`src/rtl/mobile_pkg.sv`:
```
// Shared types and defaults for the mobile-datapath event blocks.
// Holds the pulse FSM state encoding and the default timing constants.
package mobile_pkg;

    typedef enum logic [1:0] {
        ST_IDLE = 2'd0,
        ST_HIGH = 2'd1,
        ST_GAP  = 2'd2
    } state_t;

    localparam int DEF_HIGH_CYCLES = 4;
    localparam int DEF_GAP_CYCLES  = 2;
    localparam int DEF_PEND_W      = 3;

    function automatic int max_int(input int a, input int b);
        return (a > b) ? a : b;
    endfunction

endpackage

```
`src/rtl/sat_updown_cnt.sv`:
```
// Saturating up/down counter for queued events: floors at zero, holds at all-ones,
// and flags a dropped increment with a one-cycle registered overflow pulse.
module sat_updown_cnt #(
    parameter int W = 3
) (
    input  logic         clk,
    input  logic         rst_n,
    input  logic         i_inc,
    input  logic         i_dec,
    output logic [W-1:0] o_count,
    output logic         o_overflow
);

    localparam logic [W-1:0] MAX_COUNT = '1;

    logic [W-1:0] r_count;
    logic         r_overflow;

    // Simultaneous inc and dec cancel, so a saturated counter never reports a drop then.
    always_ff @(posedge clk or negedge rst_n) begin
        if (!rst_n) begin
            r_count    <= '0;
            r_overflow <= 1'b0;
        end else begin
            r_overflow <= 1'b0;
            if (i_inc && !i_dec) begin
                if (r_count == MAX_COUNT) begin
                    r_overflow <= 1'b1;
                end else begin
                    r_count <= r_count + 1'b1;
                end
            end else if (i_dec && !i_inc && (r_count != '0)) begin
                r_count <= r_count - 1'b1;
            end
        end
    end

    assign o_count    = r_count;
    assign o_overflow = r_overflow;

endmodule

```
`src/rtl/pulse_stretch.sv`:
```
// Tick-to-level generator: each input tick yields one HIGH_CYCLES-wide pulse followed by
// at least GAP_CYCLES low; ticks arriving while busy are queued and replayed.
module pulse_stretch
    import mobile_pkg::*;
#(
    parameter int HIGH_CYCLES = DEF_HIGH_CYCLES,
    parameter int GAP_CYCLES  = DEF_GAP_CYCLES,
    parameter int PEND_W      = DEF_PEND_W
) (
    input  logic              clk,
    input  logic              rst_n,
    input  logic              tick,
    output logic              level,
    output logic              busy,
    output logic [PEND_W-1:0] pend,
    output logic              overflow
);

    localparam int CNT_MAX = max_int(HIGH_CYCLES, GAP_CYCLES);
    localparam int CNT_W   = $clog2(CNT_MAX + 1);
    localparam logic [CNT_W-1:0] HIGH_LOAD = CNT_W'(HIGH_CYCLES - 1);
    localparam logic [CNT_W-1:0] GAP_LOAD  = CNT_W'(GAP_CYCLES - 1);

    state_t             r_state;
    logic [CNT_W-1:0]   r_cnt;
    logic               r_level;
    logic               r_busy;
    logic               w_gap_end;
    logic               w_consume;
    logic               w_enqueue;
    logic [PEND_W-1:0]  w_pend;
    logic               w_overflow;

    // A tick on the last gap cycle with an empty queue launches the next pulse directly;
    // modelling it as enqueue+consume keeps the counter at zero.
    assign w_gap_end = (r_state == ST_GAP) && (r_cnt == '0);
    assign w_consume = w_gap_end && ((w_pend != '0) || tick);
    assign w_enqueue = tick && r_busy;

    sat_updown_cnt #(
        .W (PEND_W)
    ) u_pend_cnt (
        .clk        (clk),
        .rst_n      (rst_n),
        .i_inc      (w_enqueue),
        .i_dec      (w_consume),
        .o_count    (w_pend),
        .o_overflow (w_overflow)
    );

    always_ff @(posedge clk or negedge rst_n) begin
        if (!rst_n) begin
            r_state <= ST_IDLE;
            r_cnt   <= '0;
            r_level <= 1'b0;
            r_busy  <= 1'b0;
        end else begin
            case (r_state)
                ST_IDLE: begin
                    if (tick) begin
                        r_state <= ST_HIGH;
                        r_cnt   <= HIGH_LOAD;
                        r_level <= 1'b1;
                        r_busy  <= 1'b1;
                    end
                end
                ST_HIGH: begin
                    if (r_cnt != '0) begin
                        r_cnt <= r_cnt - 1'b1;
                    end else begin
                        r_state <= ST_GAP;
                        r_cnt   <= GAP_LOAD;
                        r_level <= 1'b0;
                    end
                end
                ST_GAP: begin
                    if (r_cnt != '0) begin
                        r_cnt <= r_cnt - 1'b1;
                    end else if (w_consume) begin
                        r_state <= ST_HIGH;
                        r_cnt   <= HIGH_LOAD;
                        r_level <= 1'b1;
                    end else begin
                        r_state <= ST_IDLE;
                        r_busy  <= 1'b0;
                    end
                end
                default: begin
                    r_state <= ST_IDLE;
                    r_cnt   <= '0;
                    r_level <= 1'b0;
                    r_busy  <= 1'b0;
                end
            endcase
        end
    end

    assign level    = r_level;
    assign busy     = r_busy;
    assign pend     = w_pend;
    assign overflow = w_overflow;

endmodule

```
`config.mk`:
```
export PLATFORM = sky130hd
export DESIGN_NAME = pulse_stretch
export DESIGN_NICKNAME = d
export VERILOG_FILES = /design/src/rtl/mobile_pkg.sv /design/src/rtl/sat_updown_cnt.sv /design/src/rtl/pulse_stretch.sv
export SDC_FILE = /design/constraint.sdc
export NUM_CORES = 1
export LEC_CHECK = 0
export ABC_CLOCK_PERIOD_IN_PS = 3100
export CAP_MARGIN = 5
export CELL_PAD_IN_SITES_DETAIL_PLACEMENT = 1
export CELL_PAD_IN_SITES_GLOBAL_PLACEMENT = 1
export CORE_MARGIN = 2
export CORE_UTILIZATION = 38
export CTS_CLUSTER_SIZE = 14
export DETAILED_ROUTE_END_ITERATION = 12
export PLACE_DENSITY = 0.7
export SETUP_SLACK_MARGIN = 0.5
export SYNTH_ARGS = -nofsm -noshare
export SYNTH_HDL_FRONTEND = slang
export SYNTH_HIERARCHICAL = 1
export SYNTH_SLANG_ARGS = --single-unit
```
`constraint.sdc`:
```
create_clock -name clk -period 3.1 [get_ports clk]
set_clock_uncertainty 0.2 [all_clocks]
set_input_delay 0.62 -clock clk [delete_from_list [all_inputs] [get_ports clk]]
set_output_delay 0.62 -clock clk [all_outputs]
set_load 0.01 [all_outputs]
```
==> results.cfg <==
[layout]
num-nets-final = 107
final_cell_mix = buf_4, dfrtp_1, clkdlybuf4s50_1
syn_to_final_growth_pct = 35.1
fin_util = 0.557
layout.cells.non_filler = 127
design_area_um2 = 972
diodes = 0
layout_commonest_cell = buf_4
drive_gt1_frac = 0.304

[detailed_routing]
wire_per_inst_um = 14.9
wirelength_um = 1900
viasPerCell = 5.54
num_vias = 704
drtPass1Iterations = 4
drcViolationCount = 0
ant_nets = 0
drt-initial-drc-count = 11

[sta]
slew_violations = 0
layout_setup_ws_ns = 0.582
layout_worst_path_cycle_share = 0.812
worst_pin_slew_ns = 0.518
hold_viol_final = 0
hold_ws_ns = 0.394
fin_setup_tns_ns = 0
max_freq_mhz = 397
finalSetupViolCount = 0
rsz0062_at_grt = no
relSlewSlack = 0.653
period_needed_ns = 2.52

[grt]
grt_pass1_wl_um = 3130
grt_use_total = 0.207
grt_max_degree = 15
globalRoute.totalOverflow = 0
antenna_found_initial = 0
grt_pass1_vias = 673

[synthesis]
yosysSeqAreaShare = 0.383
yosysWarningCount = 6
ys_seq_elements = 11
ys_types = 37
syn_area_um2 = 719
yosysTopAreaCellShare = 0.383
synth_area_per_cell_um2 = 8.99
synthFlopType = dfrtp_1
syn_inst = 80
synth_edf_count = 0
synthTopCellsByArea = dfrtp_1, o21ai_0, nor2_1, nand2b_1, nand2_1
async_flop_share = 1.00
syn_nets = 84
yosysTopAreaCell = dfrtp_1

[critical_path]
crit_start = tick
reg2reg_from = u_pend_cnt/o_count[2]$_DFFE_PN0P_
crit_buf_inv = 2
cp_slowest_cell = fa_2
cp.required_ns = 3.13
max_stage_delay_ns = 0.56
critPathArrivalTime_ns = 2.55
start_kind = input port
cp_max_fo = 4
critPathTopFamily = simple AND/OR/NAND/NOR gates
crit_chain = buf_2, or4_4, nand3_4, nor2_4, nor2b_4, inv_2, fa_2, o21a_1, o32a_1, o211a_1
path_class = input port to register
cp-end-kind = register

[min_path]
hold_path_class = register to register
worstHoldStart = busy$_DFFE_PN0P_

[outcome]
status = finished, final reports clean

[power_and_ir_drop]
p_per_area_nw_per_um2 = 1010
p_leak_nw = 0.388
ir_drop_v = 0.000555
finalPower_mw = 0.980

[cts]
h-tree-depth = 1
cts_sinks = 11
tritoncts = yes
insertion_delay_ns = 0.29
cts_buffers = 3
cts_root_buf = clkbuf_4
cts.path.max_buffers = 2
clk_pin_slew_ns = 0.08

[floorplan]
dieWidth_um = 47.5
row_count = 15
core-area_um2 = 1750
io_pins = 9
die_height_um = 47.5
die_area_um2 = 2260
start_util = 0.412

[flow_run]
cap_violations = 0

[place]
dp_slack_ns = -0.0331
dp.cells = 119
io_buffers = 8
postPlaceCellArea_um2 = 920
hpwl_um = 1340
gp_congestion = 0.788
==> sequential cells by signal, summed over array words and instances, names as in the netlist <==
register               count
busy                       1
u_pend_cnt/o_overflow      1
level                      1
r_cnt                      3
r_state                    2
u_pend_cnt/o_count         3
==> cells by family after synthesis <==
group                      count (synthesis)  synth area share
adders and majority gates                  1            0.0278
xor gates and xnor gates                   1            0.0122
buffers and inverters                      5            0.0278
DFF                                       11             0.383
muxes                                      1            0.0139
AOI/OAI and AO/OA                         26             0.252
and+or+nand+nor                           35             0.283
==> routing by layer <==
layer  global-route usage  wire, µm
met5                    0         0
met4               0.0667        29
met3               0.0717        79
met2                0.314       870
met1                0.277       918
==> layout make-up <==
| type | instances | area (µm²) |
|---|---|---|
| clock buffers | 4 | 26.3 |
| fillers | 210 | 773 |
| inverters | 2 | 7.51 |
| multi-input cells | 64 | 457 |
| flip-flops and latches | 11 | 278 |
| well taps | 25 | 31.3 |
| repair buffers | 21 | 173 |
==> tightest hold or removal path, delay by kind of cell (launching register included) <==
| family | cells | cell delay (ns) |
|---|---|---|
| flip-flops | 1 | 0.40 |
| AND/OR/NAND/NOR | 1 | 0.08 |
| AO/OA/AOI/OAI | 1 | 0.07 |
==> repair_timing <==
item                                    CTS  global route
hold buffers                              0             0
gates resized for setup                   5             0
endpoints found under the setup margin    2             0
buffers inserted                          4             0
==> report_power, final <==
part           leakage, nW  total [mW]  internal (mW)  switching (mW)
combinational        0.244       0.586          0.310           0.275
sequential           0.129       0.290          0.205          0.0856
clock               0.0150       0.104         0.0501          0.0536
total                0.388       0.980          0.565           0.414
==> synthesized netlist by cell type, types with 2 or more instances <==
library cell	instances
a21oi_1	4
a31oi_1	2
clkbuf_1	2
dfrtp_1	11
nand2_1	6
nand2b_1	4
nand3_1	2
nor2_1	7
nor2b_1	3
nor3_1	3
o211a_1	2
o211ai_1	2
o21ai_0	7
or3_1	2
==> worst paths after layout <==
check	cells after the start	to	slack (ns)
max in group asynchronous	1	u_pend_cnt/o_count[2]$_DFFE_PN0P_	1.85
setup / recovery	10	u_pend_cnt/o_count[1]$_DFFE_PN0P_	0.58
hold reg to reg	2	busy$_DFFE_PN0P_	0.39
min in group asynchronous	1	r_state[0]$_DFFE_PN0P_	0.47
hold / removal	2	busy$_DFFE_PN0P_	0.39
setup reg to reg	9	u_pend_cnt/o_count[1]$_DFFE_PN0P_	0.59
Power figures use the tool's default switching activity.
